**config.mk**
```make
export PLATFORM = sky130hd
export DESIGN_NAME = uart_apb_scheduler
export DESIGN_NICKNAME = d
export VERILOG_FILES = /design/src/rtl/uart_sched_pkg.sv /design/src/rtl/uart_sched_apb_phase.sv /design/src/rtl/uart_apb_scheduler.sv
export SDC_FILE = /design/constraint.sdc
export NUM_CORES = 1
export LEC_CHECK = 0
export ABC_AREA = 1
export CELL_PAD_IN_SITES_DETAIL_PLACEMENT = 0
export CELL_PAD_IN_SITES_GLOBAL_PLACEMENT = 1
export CORE_ASPECT_RATIO = 0.6
export CORE_MARGIN = 5
export CORE_UTILIZATION = 33
export DETAILED_ROUTE_END_ITERATION = 6
export PLACE_DENSITY = 0.88
export SLEW_MARGIN = 40
export SYNTH_ARGS = -nofsm -noshare
export SYNTH_HDL_FRONTEND = slang
export SYNTH_HIERARCHICAL = 1
export SYNTH_SLANG_ARGS = --single-unit
```
**constraint.sdc**
```tcl
create_clock -name clk -period 2.6 [get_ports clk]
set_clock_uncertainty 0.1 [all_clocks]
set_input_delay 0.52 -clock clk [delete_from_list [all_inputs] [get_ports clk]]
set_output_delay 0.52 -clock clk [all_outputs]
set_load 0.05 [all_outputs]
```
**src/rtl/uart_sched_pkg.sv**
```systemverilog
// uart_sched_pkg
//   Shared definitions for the APB UART scheduler:
//   - UART register word offsets (paddr is the byte address bits [11:2])
//   - STATE / INTCLEAR bit positions and the INTCLEAR write values
//   - scheduler FSM states and APB phase-engine states
package uart_sched_pkg;

    localparam logic [9:0] REG_DATA     = 10'h000;
    localparam logic [9:0] REG_STATE    = 10'h001;
    localparam logic [9:0] REG_CTRL     = 10'h002;
    localparam logic [9:0] REG_INTCLEAR = 10'h003;
    localparam logic [9:0] REG_BAUDDIV  = 10'h004;

    // STATE register: bit 0 = TX buffer full, bit 1 = RX buffer full
    localparam int STATE_TXFULL_BIT = 0;
    localparam int STATE_RXFULL_BIT = 1;

    // INTCLEAR register: bit 1 = RX int, bits 2/3 = TX/RX overrun
    localparam int INTCLEAR_RX_BIT    = 1;
    localparam int INTCLEAR_TXOVR_BIT = 2;
    localparam int INTCLEAR_RXOVR_BIT = 3;

    localparam logic [31:0] INTCLEAR_RX  = 32'h0000_0002;
    localparam logic [31:0] INTCLEAR_OVR = 32'h0000_000C;

    typedef enum logic [2:0] {
        S_INIT_BAUD,
        S_INIT_CTRL,
        S_IDLE,
        S_TX_STAT,
        S_TX_DATA,
        S_RX_DATA,
        S_RX_CLR,
        S_OVR_CLR
    } sched_state_t;

    typedef enum logic [1:0] {
        PH_IDLE,
        PH_SETUP,
        PH_ACCESS
    } apb_phase_t;

endpackage

```
**src/rtl/uart_sched_apb_phase.sv**
```systemverilog
// uart_sched_apb_phase
//   APB3 SETUP/ACCESS engine. A start request is accepted while idle or in
//   the completion cycle of the current transfer, so a sequence of transfers
//   runs back-to-back with no idle cycle in between. Address, direction and
//   write data are latched on acceptance and held until the next acceptance.
// Ports:
//   clk, reset            clock, synchronous active-high reset
//   start                 request a transfer (addr/write/wdata valid with it)
//   addr, write, wdata    transfer description
//   done                  ACCESS cycle with pready (transfer completes)
//   rdata                 read data (valid with done)
//   slverr                pslverr qualified by done
//   psel, penable, paddr, pwrite, pwdata   APB master outputs
//   prdata, pready, pslverr                APB slave responses
module uart_sched_apb_phase
    import uart_sched_pkg::*;
(
    input  logic        clk,
    input  logic        reset,
    input  logic        start,
    input  logic [9:0]  addr,
    input  logic        write,
    input  logic [31:0] wdata,
    output logic        done,
    output logic [31:0] rdata,
    output logic        slverr,
    output logic        psel,
    output logic        penable,
    output logic [9:0]  paddr,
    output logic        pwrite,
    output logic [31:0] pwdata,
    input  logic [31:0] prdata,
    input  logic        pready,
    input  logic        pslverr
);

    apb_phase_t phase;
    apb_phase_t phase_nxt;
    logic       accept;

    always_comb begin
        done      = (phase == PH_ACCESS) && pready;
        accept    = start && ((phase == PH_IDLE) || done);
        phase_nxt = phase;
        case (phase)
            PH_IDLE:   if (start) phase_nxt = PH_SETUP;
            PH_SETUP:  phase_nxt = PH_ACCESS;
            PH_ACCESS: if (pready) phase_nxt = start ? PH_SETUP : PH_IDLE;
            default:   phase_nxt = PH_IDLE;
        endcase
    end

    always_ff @(posedge clk) begin
        if (reset) begin
            phase  <= PH_IDLE;
            paddr  <= '0;
            pwrite <= 1'b0;
            pwdata <= '0;
        end else begin
            phase <= phase_nxt;
            if (accept) begin
                paddr  <= addr;
                pwrite <= write;
                pwdata <= wdata;
            end
        end
    end

    assign psel    = (phase != PH_IDLE);
    assign penable = (phase == PH_ACCESS);
    assign rdata   = prdata;
    assign slverr  = done && pslverr;

endmodule

```
**src/rtl/uart_apb_scheduler.sv**
```systemverilog
// uart_apb_scheduler
//   APB3 master owning one APB UART. After reset it writes BAUDDIV and CTRL,
//   then serves a TX byte stream (STATE poll + DATA write) and RX interrupts
//   (DATA read + INTCLEAR write) with round-robin arbitration on ties.
//   tx_ready, rx_valid and init_done are registered: they pulse/rise the
//   cycle after the completing APB transfer.
// Optional feature (macro UART_SCHED_OVR_EN): overrun interrupts txovrint /
//   rxovrint get top priority in IDLE and are cleared by writing 0xC to
//   INTCLEAR; ovr_cnt counts clears, saturating at 255.
// Ports:
//   clk, reset                   clock, synchronous active-high reset
//   paddr, psel, penable, pwrite, pwdata, prdata, pready, pslverr   APB3
//   rxint                        UART RX interrupt level
//   tx_data, tx_valid, tx_ready  TX byte stream (tx_ready = one-cycle pulse)
//   rx_data, rx_valid            RX byte stream (rx_valid = one-cycle pulse)
//   init_done                    high once the init writes have completed
//   err                          sticky, set by any pslverr completion
//   txovrint, rxovrint, ovr_cnt  only with UART_SCHED_OVR_EN
module uart_apb_scheduler
    import uart_sched_pkg::*;
#(
    parameter int unsigned BAUD_DIV  = 16,
    parameter logic [7:0]  CTRL_INIT = 8'h0B
) (
    input  logic        clk,
    input  logic        reset,
    output logic [9:0]  paddr,
    output logic        psel,
    output logic        penable,
    output logic        pwrite,
    output logic [31:0] pwdata,
    input  logic [31:0] prdata,
    input  logic        pready,
    input  logic        pslverr,
    input  logic        rxint,
`ifdef UART_SCHED_OVR_EN
    input  logic        txovrint,
    input  logic        rxovrint,
    output logic [7:0]  ovr_cnt,
`endif
    input  logic [7:0]  tx_data,
    input  logic        tx_valid,
    output logic        tx_ready,
    output logic [7:0]  rx_data,
    output logic        rx_valid,
    output logic        init_done,
    output logic        err
);

    sched_state_t state;
    sched_state_t state_nxt;
    logic         last_grant_tx;
    logic         grant_tx;
    logic         grant_rx;
    logic         launch;
    logic         done;
    logic         slverr;
    logic [31:0]  rdata;
    logic [9:0]   xfer_addr;
    logic         xfer_write;
    logic [31:0]  xfer_wdata;
    logic         tx_req;
    logic         rx_req;
    logic         ovr_req;
    logic         unused_rdata_hi;

    // While tx_ready is high the source has not yet had a chance to drop
    // tx_valid for the byte just written, so it must not be granted again.
    assign tx_req = tx_valid && !tx_ready;
    assign rx_req = rxint;
    assign unused_rdata_hi = ^rdata[31:8];

`ifdef UART_SCHED_OVR_EN
    function automatic logic [7:0] sat_inc8(input logic [7:0] v);
        return (v == 8'hFF) ? v : v + 8'd1;
    endfunction

    assign ovr_req = txovrint || rxovrint;
`else
    assign ovr_req = 1'b0;
`endif

    // Next state plus launch of the transfer belonging to state_nxt. A
    // transfer is launched on entry from IDLE, back-to-back on completion
    // inside a sequence, and once after reset for the first init write.
    always_comb begin
        state_nxt = state;
        launch    = 1'b0;
        grant_tx  = 1'b0;
        grant_rx  = 1'b0;
        case (state)
            S_INIT_BAUD: begin
                if (done) begin
                    state_nxt = S_INIT_CTRL;
                    launch    = 1'b1;
                end else if (!psel) begin
                    launch = 1'b1;
                end
            end
            S_INIT_CTRL: if (done) state_nxt = S_IDLE;
            S_IDLE: begin
                if (ovr_req) begin
                    state_nxt = S_OVR_CLR;
                end else if (tx_req && (!rx_req || !last_grant_tx)) begin
                    state_nxt = S_TX_STAT;
                    grant_tx  = 1'b1;
                end else if (rx_req) begin
                    state_nxt = S_RX_DATA;
                    grant_rx  = 1'b1;
                end
                launch = (state_nxt != S_IDLE);
            end
            S_TX_STAT: begin
                if (done) begin
                    if (rdata[STATE_TXFULL_BIT]) begin
                        state_nxt = S_IDLE;
                    end else begin
                        state_nxt = S_TX_DATA;
                        launch    = 1'b1;
                    end
                end
            end
            S_TX_DATA: if (done) state_nxt = S_IDLE;
            S_RX_DATA: begin
                if (done) begin
                    state_nxt = S_RX_CLR;
                    launch    = 1'b1;
                end
            end
            S_RX_CLR:  if (done) state_nxt = S_IDLE;
            S_OVR_CLR: if (done) state_nxt = S_IDLE;
            default:   state_nxt = S_INIT_BAUD;
        endcase

        xfer_addr  = REG_DATA;
        xfer_write = 1'b0;
        xfer_wdata = '0;
        case (state_nxt)
            S_INIT_BAUD: begin
                xfer_addr  = REG_BAUDDIV;
                xfer_write = 1'b1;
                xfer_wdata = 32'(BAUD_DIV);
            end
            S_INIT_CTRL: begin
                xfer_addr  = REG_CTRL;
                xfer_write = 1'b1;
                xfer_wdata = {24'h0, CTRL_INIT};
            end
            S_TX_STAT: xfer_addr = REG_STATE;
            S_TX_DATA: begin
                xfer_addr  = REG_DATA;
                xfer_write = 1'b1;
                xfer_wdata = {24'h0, tx_data};
            end
            S_RX_DATA: xfer_addr = REG_DATA;
            S_RX_CLR: begin
                xfer_addr  = REG_INTCLEAR;
                xfer_write = 1'b1;
                xfer_wdata = INTCLEAR_RX;
            end
            S_OVR_CLR: begin
                xfer_addr  = REG_INTCLEAR;
                xfer_write = 1'b1;
                xfer_wdata = INTCLEAR_OVR;
            end
            default: ;
        endcase
    end

    always_ff @(posedge clk) begin
        if (reset) begin
            state         <= S_INIT_BAUD;
            last_grant_tx <= 1'b0;
            init_done     <= 1'b0;
            tx_ready      <= 1'b0;
            rx_valid      <= 1'b0;
            rx_data       <= '0;
            err           <= 1'b0;
        end else begin
            state <= state_nxt;
            if (grant_tx) begin
                last_grant_tx <= 1'b1;
            end else if (grant_rx) begin
                last_grant_tx <= 1'b0;
            end
            if ((state == S_INIT_CTRL) && done) init_done <= 1'b1;
            tx_ready <= (state == S_TX_DATA) && done;
            rx_valid <= (state == S_RX_DATA) && done;
            if ((state == S_RX_DATA) && done) rx_data <= rdata[7:0];
            if (slverr) err <= 1'b1;
        end
    end

`ifdef UART_SCHED_OVR_EN
    always_ff @(posedge clk) begin
        if (reset) begin
            ovr_cnt <= '0;
        end else if ((state == S_OVR_CLR) && done) begin
            ovr_cnt <= sat_inc8(ovr_cnt);
        end
    end
`endif

    uart_sched_apb_phase u_phase (
        .clk     (clk),
        .reset   (reset),
        .start   (launch),
        .addr    (xfer_addr),
        .write   (xfer_write),
        .wdata   (xfer_wdata),
        .done    (done),
        .rdata   (rdata),
        .slverr  (slverr),
        .psel    (psel),
        .penable (penable),
        .paddr   (paddr),
        .pwrite  (pwrite),
        .pwdata  (pwdata),
        .prdata  (prdata),
        .pready  (pready),
        .pslverr (pslverr)
    );

endmodule

```
## Word-level counts from Yosys, hierarchy flattened

Cells that the tools add are included.

- Flip-flop bits (word level): 61
- Input bits: 46
- Output and inout port bits: 57
- Word-level logic and storage cells: 79

- Eq/ne operators: 17
- Muxes and demuxes: 29
- Reduce and logical (&&, ||, !) cells: 22

Operators by type and width:

| operator | count |
|---|---|
| case mux 8 bit (5 select lines) | 1 |
| 2-to-1 mux 3 bit | 8 |
| == test 3 bit, second input constant | 7 |
| case mux 3 bit (5 select lines) | 1 |
| 2-to-1 mux 1 bit | 14 |
| case mux 3 bit (4 select lines) | 1 |
| == test 3 x 2 -> 1 bit, second input constant | 3 |
| logical AND 1 bit | 8 |
| == test 3 x 1 -> 1 bit, second input constant | 2 |
| logical NOT 3 bit | 2 |
| case mux 2 bit (3 select lines) | 1 |
| OR reduction 5 bit | 1 |
| 2-to-1 mux 2 bit | 2 |
| inequality test 2 x 1 -> 1 bit, second input constant | 2 |
| case mux 1 bit (4 select lines) | 1 |
| nonzero test 2 bit | 2 |
| OR reduction 4 bit | 1 |
| logical NOT 1 bit | 3 |
| inequality test 3 x 2 -> 1 bit, second input constant | 1 |
| == test 2 x 1 -> 1 bit, second input constant | 1 |
| == test 2 bit, second input constant | 1 |
| logical NOT 2 bit | 1 |
| logical OR 1 bit | 2 |
| AND reduction 2 bit | 1 |
| OR reduction 2 bit | 1 |

## Depth between registers and ports, before layout

Gate-level depths: netlist of run 1.

- Depth in word-level cells: 10
- Gate-level depth with buffers: 17
- Gate-level depth less buffers: 17

## By module

Netlist of run 1, hierarchy kept.

Modules (own cells, without submodules):

| module | times used | cells each | area each (um2) | sequential area each (um2) |
|---|---|---|---|---|
| uart_sched_apb_phase | 1 | 331 | 2262.2 | 900.9 |
| uart_apb_scheduler | 1 | 134 | 904.6 | 320.3 |

## Worst setup path before layout of run 1

No wires, ideal clock.

- Path kind: reg-to-reg
- Start point: register u_phase.phase[1]
- End point: register u_phase.paddr[4]
- Library setup time: 64 ps
- Data arrival time: 2521 ps
- Required time: 2436 ps
- Setup slack: -85 ps
- Cell stages (with the launch flop): 16
- Buffers on the path: 3
- Period minus slack after synthesis: 2685 ps
- Cells stage by stage: dfxtp_1 -> inv_1 -> nor2_1 -> nand2_1 -> inv_1 -> inv_1 -> nor2_1 -> buf_2 -> nor2_1 -> nand3_1 -> inv_1 -> nor2_2 -> buf_6 -> buf_6 -> a21oi_1 -> nor2_1

- Word-level cells in the longest chain between the ends: 5
- Elaborated cells on any way between the ends: 11
- Classes of those cells: eq/ne: 1; mux: 5; reduce/logical: 5

Ends and longest elaborated chain:

| element | line | RTL |
|---|---|---|
| from (decl) | uart_sched_apb_phase.sv:37 | `apb_phase_t phase;` |
| from (signal assigned) | uart_sched_apb_phase.sv:60 | `phase <= phase_nxt;` |
| == test 2 bit (*) | - |  |
| via penable | uart_apb_scheduler.sv:29 | `output logic penable,` |
| logical AND 1 bit (*) | uart_sched_apb_phase.sv:42 | `done = (phase == PH_ACCESS) && pready;` |
| via done | uart_apb_scheduler.sv:56 | `logic done;` |
| 2-to-1 mux 1 bit, on equally long branches | uart_apb_scheduler.sv:125, uart_apb_scheduler.sv:93, uart_apb_scheduler.sv:114 |  |
| case mux 1 bit (4 select lines) (*) | uart_apb_scheduler.sv:91 | `case (state)` |
| via launch | uart_apb_scheduler.sv:55 | `logic launch;` |
| logical AND 1 bit (*) | uart_sched_apb_phase.sv:43 | `accept = start && ((phase == PH_IDLE) \|\| done);` |
| to (signal assigned) | uart_sched_apb_phase.sv:62 | `paddr <= addr;` |
| to (decl) | uart_sched_apb_phase.sv:29 | `output logic [9:0] paddr,` |

Mark *: on every way through the listed nets, which the timed path passes. The rest lies on a longest branch.
A chain may end at the register's enable or synchronous reset.

## Worst setup path in the final report of run 1

- Start point: register u_phase.phase[0]
- End point: output port psel

- Word-level cells in the longest chain between the ends: 1

Ends and longest elaborated chain:

| element | line | RTL |
|---|---|---|
| nonzero test 2 bit | uart_sched_apb_phase.sv:69 | `assign psel = (phase != PH_IDLE);` |
| to (decl) | uart_apb_scheduler.sv:28 | `output logic psel,` |

No other way between the ends.

==> results of run 1 <==
## placed cells by master, fill, tap and decap left out
master	instances
a211oi_1	1
a21oi_1	47
a31oi_1	1
buf_12	3
buf_4	4
bufinv_16	1
clkbuf_1	3
clkbuf_16	9
clkbuf_8	2
clkdlybuf4s50_1	78
clkinv_1	1
conb_1	31
dfxtp_1	61
inv_1	61
inv_2	5
inv_4	1
nand2_1	71
nand2_2	3
nand2_4	6
nand3_1	52
nand3_2	2
nand4_1	2
nor2_1	77
nor2_2	3
nor2_4	3
nor2_8	1
nor4_1	1
o21ai_0	8
o21ai_1	1
## layer usage
metal  vias to the layer above  share of wire  GRT usage
met1                      1247           0.51      0.192
met4                         0          0.010     0.0425
met2                        84           0.41      0.213
met3                         6          0.073     0.0554
met5                         -              0          0
li1                       1519              -          -
## state kept, by name, indices dropped and copies added, names as in the netlist, 2 cells and up
signal and flops:
state 3, u_phase/paddr 10, u_phase/pwdata 32, u_phase/phase 2, rx_data 8
## power groups by stage
stage                     clock network, mW  logic [mW]  registers (mW)
final                                  1.18        3.10            1.47
after global placement                    0        3.08            1.47
after global routing                   1.27        3.35            1.51
after CTS                              1.22        3.13            1.48
after floorplan                           0        1.18            2.54
after detailed placement                  0        3.12            1.48
## cell type report
type	instances	area, um2	area share
Sequential cell	61	1220	0.290
Timing Repair Buffer	85	871	0.207
Multi-Input combinational cell	310	1420	0.338
Clock buffer	14	264	0.0627
Clock inverter	1	30.0	0.00714
Inverter	68	258	0.0613
Tap cell	112	140	0.0333
## critical path: cells and delay by family (launching register included)
family | cells | cell delay [ns]
flip-flops | 1 | 0.41
buffers and inverters | 2 | 0.90
AND/OR/NAND/NOR | 1 | 0.09
## through the flow
step                setup slack, ns  cells  cell area [um2]
floorplan                     0.182    471             3100
global placement              0.150    636             3910
detailed placement            0.123    636             3910
CTS                           0.199    651             4210
global route                  0.131    651             4210
finish                        0.240    651             4210
## worst max path at each step
stage,startpoint,to,slack (ns),cells after the start
2_1_floorplan,u_phase/phase[1],u_phase/paddr[4],0.18,15
3_3_place_gp,pready,u_phase/paddr[1],0.15,13
3_5_place_dp,pready,u_phase/pwdata[9],0.12,13
4_1_cts,u_phase/phase[0],psel,0.20,3
5_1_grt,u_phase/phase[0],psel,0.13,3
6_report,u_phase/phase[0],psel,0.24,3
==> results.md, run 1 <==
- The overflow left after global routing is 0.
- The TritonCTS clock tree is built.
- The final layout contains 581 nets.
- Among all stages on the critical path, the largest delay is contributed by clkdlybuf4s50_1.
- In this run the number of H-tree levels came out at 3.
- The number of buffers added to fix hold violations after cts is 0.
- The total half-perimeter wirelength after legalization and detailed placement is ~5200 um.
- The final count of pins violating max slew was 0.
- The via count of the first global-routing pass was 2,739.
- The antenna violation net count after detailed routing is 0.
- The flow ran to the end, and the final reports show no timing, DRC or antenna violations.
- The number of clock sinks is 61.
- The floorplan has 26 rows.
- Yosys printed 6 warnings.
- The final setup violation count is 0.
- Summed over all failing endpoints, the final setup total negative slack is 0 ns.
- The startpoint of the worst-slack reg-to-reg timing path is u_phase/phase[1].
- The time the worst path needs with I/O delays and setup is 2.36 ns.
- In this run the post-CTS setup repair buffer count came out at 0.
- Using the TritonRoute via totals, the vias-per-cell ratio works out to approximately 4.4.
- The worst register-to-register path has a depth of 14.
- The number of hold violations in the final report is 0.
- The initial antenna violation count is 0.
- The number of design rule violations left after detail routing is 0.
- The number of input and output port buffers inserted is roughly 80.
- For this run, the slowest stage of the critical path takes between 0.8 and 0.9 ns.
- The post-detailed-routing wire length is 7620 um.
- Of the total power, combinational logic draws 0.539.
- The floorplan step set the die width to 133 um.
- The worst hold path begins at err.
- The worst hold path passes through 2 cells.
- The source-to-sink clock delay at the later pin of the worst-skew pair is 0.33 ns.
- The worst hold path terminates at err.
- The worst setup path is captured at an output pin.
- Synthesis handed over a netlist of between 400 and 500 instances.
- In the final layout, the share of cells above drive strength 1 is 0.0798.
- The worst setup path is of the register to output pin kind.
- At the pin with the least slew margin, the transition time is 0.560 ns.
- The worst hold-check path type is register to register.
- In this run the count of I/O pins placed on the die edge is 103.
- Counting the fill cells in the layout gives approximately 870.
- The area of the mapped netlist is approximately 0.0030 mm2.
- The average wire per standard cell is 11.7 um.
- The final weighted congestion in routability-driven placement is 0.756.
- The average footprint of a synthesized cell is 6.77 um2.
- The static power due to leakage is 1.87 nW.
- At the end of the flow the core is filled with cells to 0.486.
- The total power divided by cell area is 1370 mW/mm2.
- The signal on the critical path passes through inv_1, nand2_1, clkdlybuf4s50_1.
- Entering global routing, the biggest net connects 89 pins.
- Setup repair after global routing left no endpoint under its margin.
- From bottom edge to top edge, the die measures 83.7 um.
- The floorplan step defined a die boundary enclosing 0.0111 mm2.
- The wire length of the first global-routing pass is 13,000 um.
- Counting the buffers created by CTS gives 9.
- The portion of total power attributed to sequential cells is 0.256.
- The worst reg-to-reg setup slack is approximately 0.58 ns.
- The number of iterations in the first detailed-routing pass is 4.
- The cell-internal power is 3.10 mW.
- Along the worst path, the maximum fanout reaches 3.
- The root buffer selected by CTS is clkbuf_16.
- Headroom to the max-slew limit came out at 0.625.
- The fraction of the cycle the final worst path needs is 0.908.
- The capturing point of the worst reg2reg path is u_phase/pwdata[9].
- The area added between synthesis and finish is 40.9%.
- For the worst setup path, the data required time is 1.98 ns.
- The iteration-0 DRC count of the detailed router is 184.
- Across the run, the number of max-cap violations was 0.
- Across every metal layer, demand over resource in global routing totals 0.143.
- The share of total power dissipated in the clock network is 0.205.
- The design draws 5.75 mW.
- The largest voltage drop on the vdd net is 760 uV.
- The total of cells resized after clock tree synthesis is 0.
- The hold slack is about 0.38 ns.
- Timing would allow up to around 420 MHz.
- The total net switching power is roughly 2.7 mW.
- The startpoint type of the worst setup path is a register.
- The clock transition at the register clock pins on the worst setup and hold paths after CTS is 0.05 ns.
- The initial core utilization is 0.345.
- The longest clock path from root to sink contains 2 buffers.
- The area of the core is slightly below 0.009 mm2.
- 0 antenna diodes ended up in the layout.
- The switching portion of total power is 0.461.
- The number of vias after detailed routing is 2,856.
- At the worst endpoint, the arrival time is between 1.5 and 2 ns.
(Power assumes the default switching activity.)
==> run 2: changes to the inputs <==
- CORE_MARGIN: 5 -> 2
- GPL_ROUTABILITY_DRIVEN: default -> 0
==> run 2 against run 1 <==
Register-to-register slack got worse by 0.03 ns; first-iteration DRC count rose by 50%; largest cell class unchanged; maximum frequency rose by 0.47%; largest power group unchanged; cell count rose by 0.31%; wire length fell by 6.0%; count of clock-buffer cells in the layout fell by 2; critical path depth did not move.
==> results.md, run 2 (synthesized netlist as in run 1, its figures left out) <==
- The number of flip-flops under the largest register name is 32 (unchanged).
- The footprint of the multi-input gates was 0.00142 mm2 (unchanged).
- The die extent in y was 77.7 um (-7.2%).
- The tightest min-delay check is of the register to register type.
- The TritonCTS clock tree is built.
- The antenna cell count is 0 (unchanged).
- The root buffer cell chosen for the clock tree is clkbuf_16.
- The row count came to 26 (unchanged).
- The relative max-transition margin is 0.639 (+0.0136).
- The launch instance of the worst min-delay path is u_phase/pwdata[24].
- The slowest stage of the critical path is the clkdlybuf4s50_1 cell.
- The total half-perimeter wirelength after legalization and detailed placement is 4870 um (-7.1%).
- The largest voltage drop on the vdd net was 582 uV (-23%).
- The peak per-stage delay on the critical path is 0.81 ns (about the same).
- The number of setup buffers added after CTS is 0 (unchanged).
- The horizontal extent of the die is 127 um (-4.5%).
- The leading cell type in the layout, fill and taps excluded is clkdlybuf4s50_1.
- The number of design rule violations left after detail routing is 0 (unchanged).
- Ranked by flip-flop count, first place goes to u_phase/pwdata.
- The overflow left after global routing is 0 (unchanged).
- The count of fill cells added during filler insertion came to 853 (-1.4%).
- The global router's overall resource usage is 0.154 (+0.0110).
- The area added between synthesis and finish is 42.6%.
- The clock transition at the register clock pins on the worst setup and hold paths after CTS is 0.06 ns (about the same).
- The hold slack is 0.377 ns (+0.000164 ns).
- The average vias per placed instance came to 4.33 (-1.4%).
- The initial antenna violation count came to 0 (unchanged).
- The worst setup path is captured at an output pin.
- The final count of pins violating max slew was 0 (unchanged).
- The number of buffers added to fix hold violations after cts came to 0 (unchanged).
- The clock buffer count from CTS was 9 (unchanged).
- The source-to-sink clock delay at the later pin of the worst-skew pair is 0.33 ns (about the same).
- The setup TNS is 0 ns (unchanged).
- Tracing the worst setup path back leads to its startpoint at u_phase/phase[0].
- The top cell types in the final layout, fill and taps aside, are clkdlybuf4s50_1, nor2_1, nand2_1.
- The full die area came to 0.00985 mm2 (-11%).
- The number of nets at the end of the flow came to 582 (+0.17%).
- The required time of the critical path is 1.98 ns (about the same).
- The dominant delay contributor by cell family on the critical path is buffers and inverters.
- The buffer depth of the longest clock path is 2 (unchanged).
- The wire length of the first global-routing pass is 12,100 um (-6.7%).
- The max-cap violation count is 0 (unchanged).
- The fraction of the cycle the final worst path needs was 0.903 (-0.00426).
- The number of vias after detailed routing came to 2,825 (-1.1%).
- The buffer and inverter count on the worst path is 2 (unchanged).
- The antenna violation net count after detailed routing is 0 (unchanged).
- The initial core utilization was 0.345 (unchanged).
- The sequential standard cell area came to 0.00122 mm2 (unchanged).
- Setup repair after global routing left no endpoint under its margin.
- The total I/O pin count came to 103 (unchanged).
- The share of final-layout standard cells stronger than drive strength 1 was 0.0869 (+0.00710).
- The number of iterations in the first detailed-routing pass is 4 (unchanged).
- The total of cells resized after clock tree synthesis came to 0 (unchanged).
- The via count of the first global-routing pass is 2,586 (-5.6%).
- The number of hold violations in the final report is 0 (unchanged).
- The largest registers in the layout are u_phase/pwdata (32), u_phase/paddr (10), rx_data (8).
- The time the worst path needs with I/O delays and setup is 2.35 ns (-0.0111 ns).
- The peak fanout along the critical path is 3 (unchanged).
- The post-route total power is 5.86 mW (+1.9%).
- The area of the core is 0.00865 mm2 (unchanged).
- The number of clock sinks is 61 (unchanged).
- The arrival time of the worst setup path came to 1.73 ns (about the same).
- The total power divided by cell area is 1380 mW/mm2 (+0.67%).
- The startpoint of the worst-slack reg-to-reg timing path is u_phase/phase[1].
- The iteration-0 DRC count of the detailed router is 276 (+50%).
- The average wire per standard cell is 11.0 um (-6.3%).
- The number of input and output port buffers inserted is 78 (unchanged).
- The highest clock frequency the design can meet was 426 MHz (+0.47%).
- The static power due to leakage is 1.90 nW (+1.6%).
- The setup path with the least slack is of type register to output pin.
- The post-detailed-routing wire length was 7170 um (-6.0%).
- The deepest level of the CTS H-tree came to 3 (unchanged).
- The final setup violation count is 0 (unchanged).
- The signal on the critical path passes through inv_1, nand2_1, clkdlybuf4s50_1.
- The transition time at the pin with the least slew margin was 0.540 ns (-0.0203 ns).
- The run finished with clean final reports.
- STA classifies the critical path startpoint as a register.
- The maximum number of pins on one net before global-route repair is 52 (-42%).
==> run 2: layer usage <==
layer / wire length (um) / global-route usage / vias up
met5: 0 / 0 / -
met4: 90 / 0.0527 / 0
met3: 517 / 0.0593 / 8
met2: 2820 / 0.223 / 73
met1: 3740 / 0.209 / 1221
li1: - / - / 1523
==> run 2: metrics by stage <==
step	utilization	setup WS, ns	instance area, um2	cells
floorplan	-	0.182	3100	471
global placement	0.455	0.105	3930	637
detailed placement	0.455	0.0766	3930	637
CTS	0.492	0.219	4260	653
global route	0.492	0.163	4260	653
finish	0.492	0.251	4260	653
==> run 2: final cells by class <==
type,count,share of cell area
Inverter,68,0.0605
Clock inverter,4,0.0164
Sequential cell,61,0.287
Multi-Input combinational cell,310,0.334
Clock buffer,12,0.0602
Timing Repair Buffer,86,0.209
Tap cell,112,0.0329
==> run 2: worst min-delay path: stages (launching register included) <==
cell	delay [ns]
dfxtp_1	0.32
a21oi_1	0.04
nor2_1	0.08
==> run 2: final timing paths <==
check	endpoint	slack [ns]	depth (start not counted)
hold / removal	u_phase/pwdata[24]	0.38	2
setup / recovery	psel	0.25	3
setup reg to reg	u_phase/paddr[2]	0.55	14
hold reg to reg	u_phase/pwdata[24]	0.38	2
==> run 2: power by group <==
part / switching, mW / total, mW / internal (mW)
combinational: 2.05 / 3.10 / 1.05
sequential: 0.184 / 1.45 / 1.27
clock: 0.421 / 1.31 / 0.888
total: 2.66 / 5.86 / 3.21
==> run 3: changes to the inputs <==
- CAP_MARGIN: default -> 20
==> results of run 3 <==
No change in the layout: final DEF, timing and power equal those of run 2.
